## config.mk

```make
export PLATFORM = sky130hd
export DESIGN_NAME = mc_control_unit
export DESIGN_NICKNAME = d
export VERILOG_FILES = /design/src/rtl/mc_pkg.sv /design/src/rtl/mc_ctrl_rom.sv /design/src/rtl/mc_control_unit.sv
export SDC_FILE = /design/constraint.sdc
export NUM_CORES = 1
export LEC_CHECK = 0
export CAP_MARGIN = 20
export CORE_UTILIZATION = 25
export CTS_BUF_LIST = sky130_fd_sc_hd__clkbuf_16
export DETAILED_ROUTE_END_ITERATION = 10
export GPL_TIMING_DRIVEN = 0
export PLACE_DENSITY = 0.46
export RECOVER_POWER = 50
export REMOVE_ABC_BUFFERS = 1
export SYNTH_ARGS = -nofsm -noshare
export SYNTH_HDL_FRONTEND = slang
export SYNTH_HIERARCHICAL = 1
export SYNTH_SLANG_ARGS = --single-unit
```

## constraint.sdc

```tcl
create_clock -name clk -period 2.6 [get_ports clk]
set_input_delay 0.52 -clock clk [delete_from_list [all_inputs] [get_ports clk]]
set_output_delay 0.52 -clock clk [all_outputs]
set_load 0.02 [all_outputs]
```

## src/rtl/mc_pkg.sv

```systemverilog
// Shared encodings for the multi-cycle MIPS-subset sequencer: state codes,
// opcodes, datapath select codes and the packed control word.
package mc_pkg;

  localparam logic [3:0] S_FETCH  = 4'd0;
  localparam logic [3:0] S_DECODE = 4'd1;
  localparam logic [3:0] S_MEMADR = 4'd2;
  localparam logic [3:0] S_MEMRD  = 4'd3;
  localparam logic [3:0] S_MEMWB  = 4'd4;
  localparam logic [3:0] S_MEMWR  = 4'd5;
  localparam logic [3:0] S_EXEC   = 4'd6;
  localparam logic [3:0] S_RWB    = 4'd7;
  localparam logic [3:0] S_BRANCH = 4'd8;
  localparam logic [3:0] S_JUMP   = 4'd9;
  localparam logic [3:0] S_ADDIEX = 4'd10;
  localparam logic [3:0] S_ADDIWB = 4'd11;
  localparam logic [3:0] S_JAL    = 4'd12;
  localparam logic [3:0] S_TRAP   = 4'd13;

  localparam logic [5:0] OP_RTYPE = 6'h00;
  localparam logic [5:0] OP_J     = 6'h02;
  localparam logic [5:0] OP_JAL   = 6'h03;
  localparam logic [5:0] OP_BEQ   = 6'h04;
  localparam logic [5:0] OP_ADDI  = 6'h08;
  localparam logic [5:0] OP_LW    = 6'h23;
  localparam logic [5:0] OP_SW    = 6'h2B;

  localparam logic [1:0] ALUOP_ADD   = 2'b00;
  localparam logic [1:0] ALUOP_SUB   = 2'b01;
  localparam logic [1:0] ALUOP_FUNCT = 2'b10;

  localparam logic [1:0] ALUB_RT      = 2'b00;
  localparam logic [1:0] ALUB_FOUR    = 2'b01;
  localparam logic [1:0] ALUB_IMM     = 2'b10;
  localparam logic [1:0] ALUB_IMM_SH2 = 2'b11;

  localparam logic [1:0] PCSRC_ALU    = 2'b00;
  localparam logic [1:0] PCSRC_ALUOUT = 2'b01;
  localparam logic [1:0] PCSRC_JUMP   = 2'b10;

  localparam logic [1:0] REGDST_RT = 2'b00;
  localparam logic [1:0] REGDST_RD = 2'b01;
  localparam logic [1:0] REGDST_RA = 2'b10;

  // ready_gated: pcwrite/irwrite only fire once memory completes.
  // done/done_on_ready: last cycle of an instruction, unconditionally or on mem_ready.
  typedef struct packed {
    logic       pcwrite;
    logic       pcwritecond;
    logic       iord;
    logic       memread;
    logic       memwrite;
    logic       irwrite;
    logic       memtoreg;
    logic       pc_to_reg;
    logic [1:0] regdst;
    logic       regwrite;
    logic       alusrca;
    logic [1:0] alusrcb;
    logic [1:0] aluop;
    logic [1:0] pcsource;
    logic       halted;
    logic       done;
    logic       done_on_ready;
    logic       ready_gated;
  } ctrl_word_t;

  localparam ctrl_word_t CTRL_IDLE = '0;

endpackage

```

## src/rtl/mc_ctrl_rom.sv

```systemverilog
// Moore output decode: maps the current state to the datapath control word.
// Handshake and reset qualification happen in the top module.
module mc_ctrl_rom
  import mc_pkg::*;
(
  input  logic [3:0] state,
  output ctrl_word_t cw
);

  always_comb begin
    // NOTE: every field starts at zero so unlisted outputs stay 0 and no latch is inferred.
    cw = CTRL_IDLE;
    case (state)
      S_FETCH: begin
        cw.memread     = 1'b1;
        cw.alusrcb     = ALUB_FOUR;
        cw.aluop       = ALUOP_ADD;
        cw.pcsource    = PCSRC_ALU;
        cw.irwrite     = 1'b1;
        cw.pcwrite     = 1'b1;
        cw.ready_gated = 1'b1;
      end
      S_DECODE: begin
        cw.alusrcb = ALUB_IMM_SH2;
      end
      S_MEMADR, S_ADDIEX: begin
        cw.alusrca = 1'b1;
        cw.alusrcb = ALUB_IMM;
      end
      S_MEMRD: begin
        cw.memread = 1'b1;
        cw.iord    = 1'b1;
      end
      S_MEMWR: begin
        cw.memwrite      = 1'b1;
        cw.iord          = 1'b1;
        cw.done_on_ready = 1'b1;
      end
      S_MEMWB: begin
        cw.memtoreg = 1'b1;
        cw.regwrite = 1'b1;
        cw.done     = 1'b1;
      end
      S_EXEC: begin
        cw.alusrca = 1'b1;
        cw.alusrcb = ALUB_RT;
        cw.aluop   = ALUOP_FUNCT;
      end
      S_RWB: begin
        cw.regdst   = REGDST_RD;
        cw.regwrite = 1'b1;
        cw.done     = 1'b1;
      end
      S_ADDIWB: begin
        cw.regdst   = REGDST_RT;
        cw.regwrite = 1'b1;
        cw.done     = 1'b1;
      end
      S_BRANCH: begin
        cw.alusrca     = 1'b1;
        cw.alusrcb     = ALUB_RT;
        cw.aluop       = ALUOP_SUB;
        cw.pcwritecond = 1'b1;
        cw.pcsource    = PCSRC_ALUOUT;
        cw.done        = 1'b1;
      end
      S_JUMP: begin
        cw.pcwrite  = 1'b1;
        cw.pcsource = PCSRC_JUMP;
        cw.done     = 1'b1;
      end
      S_JAL: begin
        cw.pcwrite   = 1'b1;
        cw.pcsource  = PCSRC_JUMP;
        cw.regdst    = REGDST_RA;
        cw.pc_to_reg = 1'b1;
        cw.regwrite  = 1'b1;
        cw.done      = 1'b1;
      end
      S_TRAP: begin
        cw.halted = 1'b1;
      end
      default: cw = CTRL_IDLE;
    endcase
  end

endmodule

```

## src/rtl/mc_control_unit.sv

```systemverilog
// Multi-cycle sequencer: state register, opcode dispatch, memory-ready stalls,
// reset gating of write strobes and the retired-instruction counter.
module mc_control_unit
  import mc_pkg::*;
#(
  parameter int RETIRE_W = 32
) (
  input  logic                clk,
  input  logic                reset,
  input  logic [5:0]          opcode,
  input  logic                mem_ready,
  output logic                pcwrite,
  output logic                pcwritecond,
  output logic                iord,
  output logic                memread,
  output logic                memwrite,
  output logic                irwrite,
  output logic                memtoreg,
  output logic                pc_to_reg,
  output logic [1:0]          regdst,
  output logic                regwrite,
  output logic                alusrca,
  output logic [1:0]          alusrcb,
  output logic [1:0]          aluop,
  output logic [1:0]          pcsource,
  output logic                instr_done,
  output logic                halted,
  output logic [3:0]          state,
  output logic [RETIRE_W-1:0] retired
);

  ctrl_word_t cw;
  logic [3:0] next_state;
  logic       ready_ok;

  mc_ctrl_rom u_rom (
    .state (state),
    .cw    (cw)
  );

  always_comb begin
    next_state = state;
    case (state)
      S_FETCH:  next_state = mem_ready ? S_DECODE : S_FETCH;
      S_DECODE: begin
        case (opcode)
          OP_RTYPE:     next_state = S_EXEC;
          OP_LW, OP_SW: next_state = S_MEMADR;
          OP_BEQ:       next_state = S_BRANCH;
          OP_J:         next_state = S_JUMP;
          OP_JAL:       next_state = S_JAL;
          OP_ADDI:      next_state = S_ADDIEX;
          default:      next_state = S_TRAP;
        endcase
      end
      // IR is stable here, so only lw/sw can arrive; anything else is treated as illegal.
      S_MEMADR: begin
        if (opcode == OP_LW)      next_state = S_MEMRD;
        else if (opcode == OP_SW) next_state = S_MEMWR;
        else                      next_state = S_TRAP;
      end
      S_MEMRD:  next_state = mem_ready ? S_MEMWB : S_MEMRD;
      S_MEMWR:  next_state = mem_ready ? S_FETCH : S_MEMWR;
      S_EXEC:   next_state = S_RWB;
      S_ADDIEX: next_state = S_ADDIWB;
      S_MEMWB, S_RWB, S_ADDIWB,
      S_BRANCH, S_JUMP, S_JAL: next_state = S_FETCH;
      S_TRAP:   next_state = S_TRAP;
      default:  next_state = S_FETCH;
    endcase
  end

  // Reset suppresses architectural writes combinationally, even before the first edge.
  assign ready_ok    = ~cw.ready_gated | mem_ready;
  assign pcwrite     = cw.pcwrite & ready_ok & ~reset;
  assign irwrite     = cw.irwrite & ready_ok & ~reset;
  assign pcwritecond = cw.pcwritecond & ~reset;
  assign regwrite    = cw.regwrite & ~reset;
  assign memwrite    = cw.memwrite & ~reset;

  assign iord      = cw.iord;
  assign memread   = cw.memread;
  assign memtoreg  = cw.memtoreg;
  assign pc_to_reg = cw.pc_to_reg;
  assign regdst    = cw.regdst;
  assign alusrca   = cw.alusrca;
  assign alusrcb   = cw.alusrcb;
  assign aluop     = cw.aluop;
  assign pcsource  = cw.pcsource;
  assign halted    = cw.halted;

  assign instr_done = cw.done | (cw.done_on_ready & mem_ready);

  always_ff @(posedge clk) begin
    // NOTE: non-blocking assignments so every register samples pre-edge values.
    if (reset) begin
      state   <= S_FETCH;
      retired <= '0;
    end else begin
      state <= next_state;
      if (instr_done) retired <= retired + RETIRE_W'(1);
    end
  end

endmodule

```

==> run metrics <==
Final GP Congestion=0.6956; Clock Sinks=36; R2R Setup Slk=0.30 ns; IO Port Bufs=64; vias in the first global route=1919; Adder-Cell Fraction of Synth Area=0.5605%; GRT Total Usage=12.05%; Crit path max-delay family=buffers and inverters; Max stage delay on crit path=0.63 ns; Starting Density=25.72%; Min-Delay Path Class=register to register; Met3 Wirelength=177 um; pwr dens=520.5 nW/um^2; WP data required=2.08 ns; instance count on the critical path=4; period utilization=97.07%; min cycle time layout=2.524 ns; simple-gate share of the synthesized area=37.61%; xor/xnor share of the synthesized area=9.809%; CP Launch Type=register; main combinational cell family by area after synthesis=simple AND/OR/NAND/NOR gates; asr flop ratio synth=0%; cell count of the worst reg-to-reg path=8; TritonCTS clock tree=yes; met1 WL=2600 um; Max Cap Viol=0; Via density=4.822; largest net degree at the start of global routing=41; first-pass GRT wire length=8832 um; fmax=0.3962 GHz; Final Setup Violations=0; Post-DRT Antenna Nets=0; clock root cell=clkbuf_16; Crit. End Element=output pin; top sig layer=met4; leakage=1.134 nW; worst hold slack=0.5096 ns; Yosys Warn Count=6; Seq/Total Area, Yosys=32.29%; H-tree depth=2; Die X=96.49 um; antenna violations before repair=0; metal2 WL=2604 um; Netlist cell types=53; Cells after Synth=270; initial DRC count=74; unrepaired setup endpoints after global routing=no; Mapped Area=2232 um^2; Remaining Overflow, GRT=0; r2r startpoint=state[0]; worst slew pin tran=0.8081 ns; Clock transition at path regs=0.05 ns; CP Cell Sequence=or3b_1 > o211ai_1 > nor2b_1 > clkdlybuf4s50_1; Slowest cell on crit path=clkdlybuf4s50_1; 1st-pass router iterations=4; Setup crit end=regwrite; die area=9310 um^2; non-filler cells, final=433; Critical path buffers and inverters=1; final wirelength=5396 um; CTS Buffer Depth=2; Setup Crit Path Kind=register to output pin; Hold Vio Cnt, Final=0; Critical Path AT=2.00 ns; DRC=0; #FFs+latches synth=36; compound-cell area share of the yosys netlist=12.00%; TritonCTS Buffers=5; Area Overhead vs Synth=36.10%; Slew Limit Fails=0; Peak VDD IR=0.2332 mV; antenna diode count=0; Worst slew margin=46.12%; Rows=34; Worst-Skew Late Latency=0.27 ns; core area=8678 um^2; dpl cells=424; fraction of final layout cells with drive strength greater than 1=9.538%; die span in y=96.49 um; via count=2088; HPWL Detailed=3650 um; number of synthesized flops with an enable pin=0; wire length per cell=12.46 um; Crit Path Max Fanout=23; I/O pins=65; # nets final=334; status=completed; Setup Skew=0.002849 ns; worst r2r dst=retired[31]; mux contribution to synthesized area=0.4484%; prevailing post-synth register cell=dfxtp_1; Avg Inst Size Synth=8.267 um^2; Worst Setup SP=state[2]
-- stage by stage --
| step | TNS (ns) | cell area, um^2 | setup slack [ns] | power, mW | util [%] |
|---|---|---|---|---|---|
| 2_1_floorplan | 0 | 2107 | 0.2152 | 0.8562 | - |
| 3_3_place_gp | -6.287 | 2883 | -1.038 | 1.039 | 33.22 |
| 3_5_place_dp | -0.7509 | 2878 | -0.2672 | 1.037 | 33.16 |
| 4_1_cts | 0 | 3033 | 0.004820 | 1.617 | 34.95 |
| 5_1_grt | 0 | 3038 | 0.0007947 | 1.663 | 35.01 |
| 6_report | 0 | 3038 | 0.07626 | 1.581 | 35.01 |
-- worst reg2reg max path, delay by kind of cell (launching register included) --
| family | cells | cell delay [ns] |
|---|---|---|
| AOI/OAI and AO/OA | 1 | 0.18 |
| xor gates and xnor gates | 1 | 0.16 |
| buffers and inverters | 1 | 0.20 |
| DFF | 1 | 0.50 |
| and+or+nand+nor | 5 | 1.11 |
-- cells in the final DEF, fill, tap and decap left out, types with 5 or more instances in the layout --
cell type and n:
nand2_1 16, clkdlybuf4s50_1 26, nor2_1 36, and4_1 5, o21ai_0 13, nand2b_1 7, nor3_1 11, xnor2_1 21
clkbuf_16 5, dfxtp_1 32, nor3_2 9, inv_1 12, dlygate4sd3_1 35, a21oi_1 10, or3_1 8, nand3_1 9
-- metal layers --
| metal | global-route usage [%] | vias to the layer above |
|---|---|---|
| met5 | 0 | - |
| li1 | - | 1060 |
| met3 | 2.504 | 2 |
| met2 | 20.48 | 37 |
| met1 | 15.51 | 989 |
| met4 | 2.941 | 0 |
-- report_power, final --
group          switching [mW]  total (mW)  internal (mW)
Sequential             0.0628       0.634          0.571
Combinational           0.196       0.388          0.191
Clock                   0.216       0.560          0.344
-- cell families after synthesis --
kind of cell	count (synthesis)
xor gates and xnor gates	25
buffers and inverters	28
DFF	36
AOI/OAI and AO/OA	42
adders and majority gates	1
muxes	1
and+or+nand+nor	137
-- worst min-delay path by stage --
stage	from	endpoint	slack, ns	cells after the start
2_1_floorplan	retired[9]	retired[9]	0.56	2
3_3_place_gp	retired[9]	retired[9]	0.50	2
3_5_place_dp	retired[9]	retired[9]	0.50	2
4_1_cts	retired[9]	retired[9]	0.51	2
5_1_grt	retired[9]	retired[9]	0.55	2
6_report	retired[9]	retired[9]	0.51	2
-- what timing repair did --
item                                    4_1_cts  5_1_grt
endpoints found under the setup margin       33        3
buffers inserted                              1        0
hold buffers                                  0        0
cloned                                        0        0
resized for setup                             8        2
-- synth_stat cells (all sizes together), types with 7 or more instances --
master	instances	share of area (%)
a21oi	11	2.6
buf	11	4.4
clkbuf	7	1.2
dfxtp	36	32
inv	10	1.7
nand2	16	2.7
nand2b	7	2.0
nand3	9	2.0
nor2	36	6.1
nor3	20	6.5
o21ai	13	2.9
or3	8	2.2
xnor2	21	8.2
-- state kept, by name, indices dropped and copies added (netlist names) --
register	count
retired	32
state	4
-- final cells by class --
class | instances | area, um^2
clock buffers | 5 | 125.1
clock inverters | 3 | 11.26
fillers | 952 | 5640
inverters | 10 | 37.54
multi-input cells | 206 | 1349
flip-flops and latches | 36 | 735.7
well taps | 108 | 135.1
repair buffers | 65 | 644.4
(Power assumes the default switching activity.)
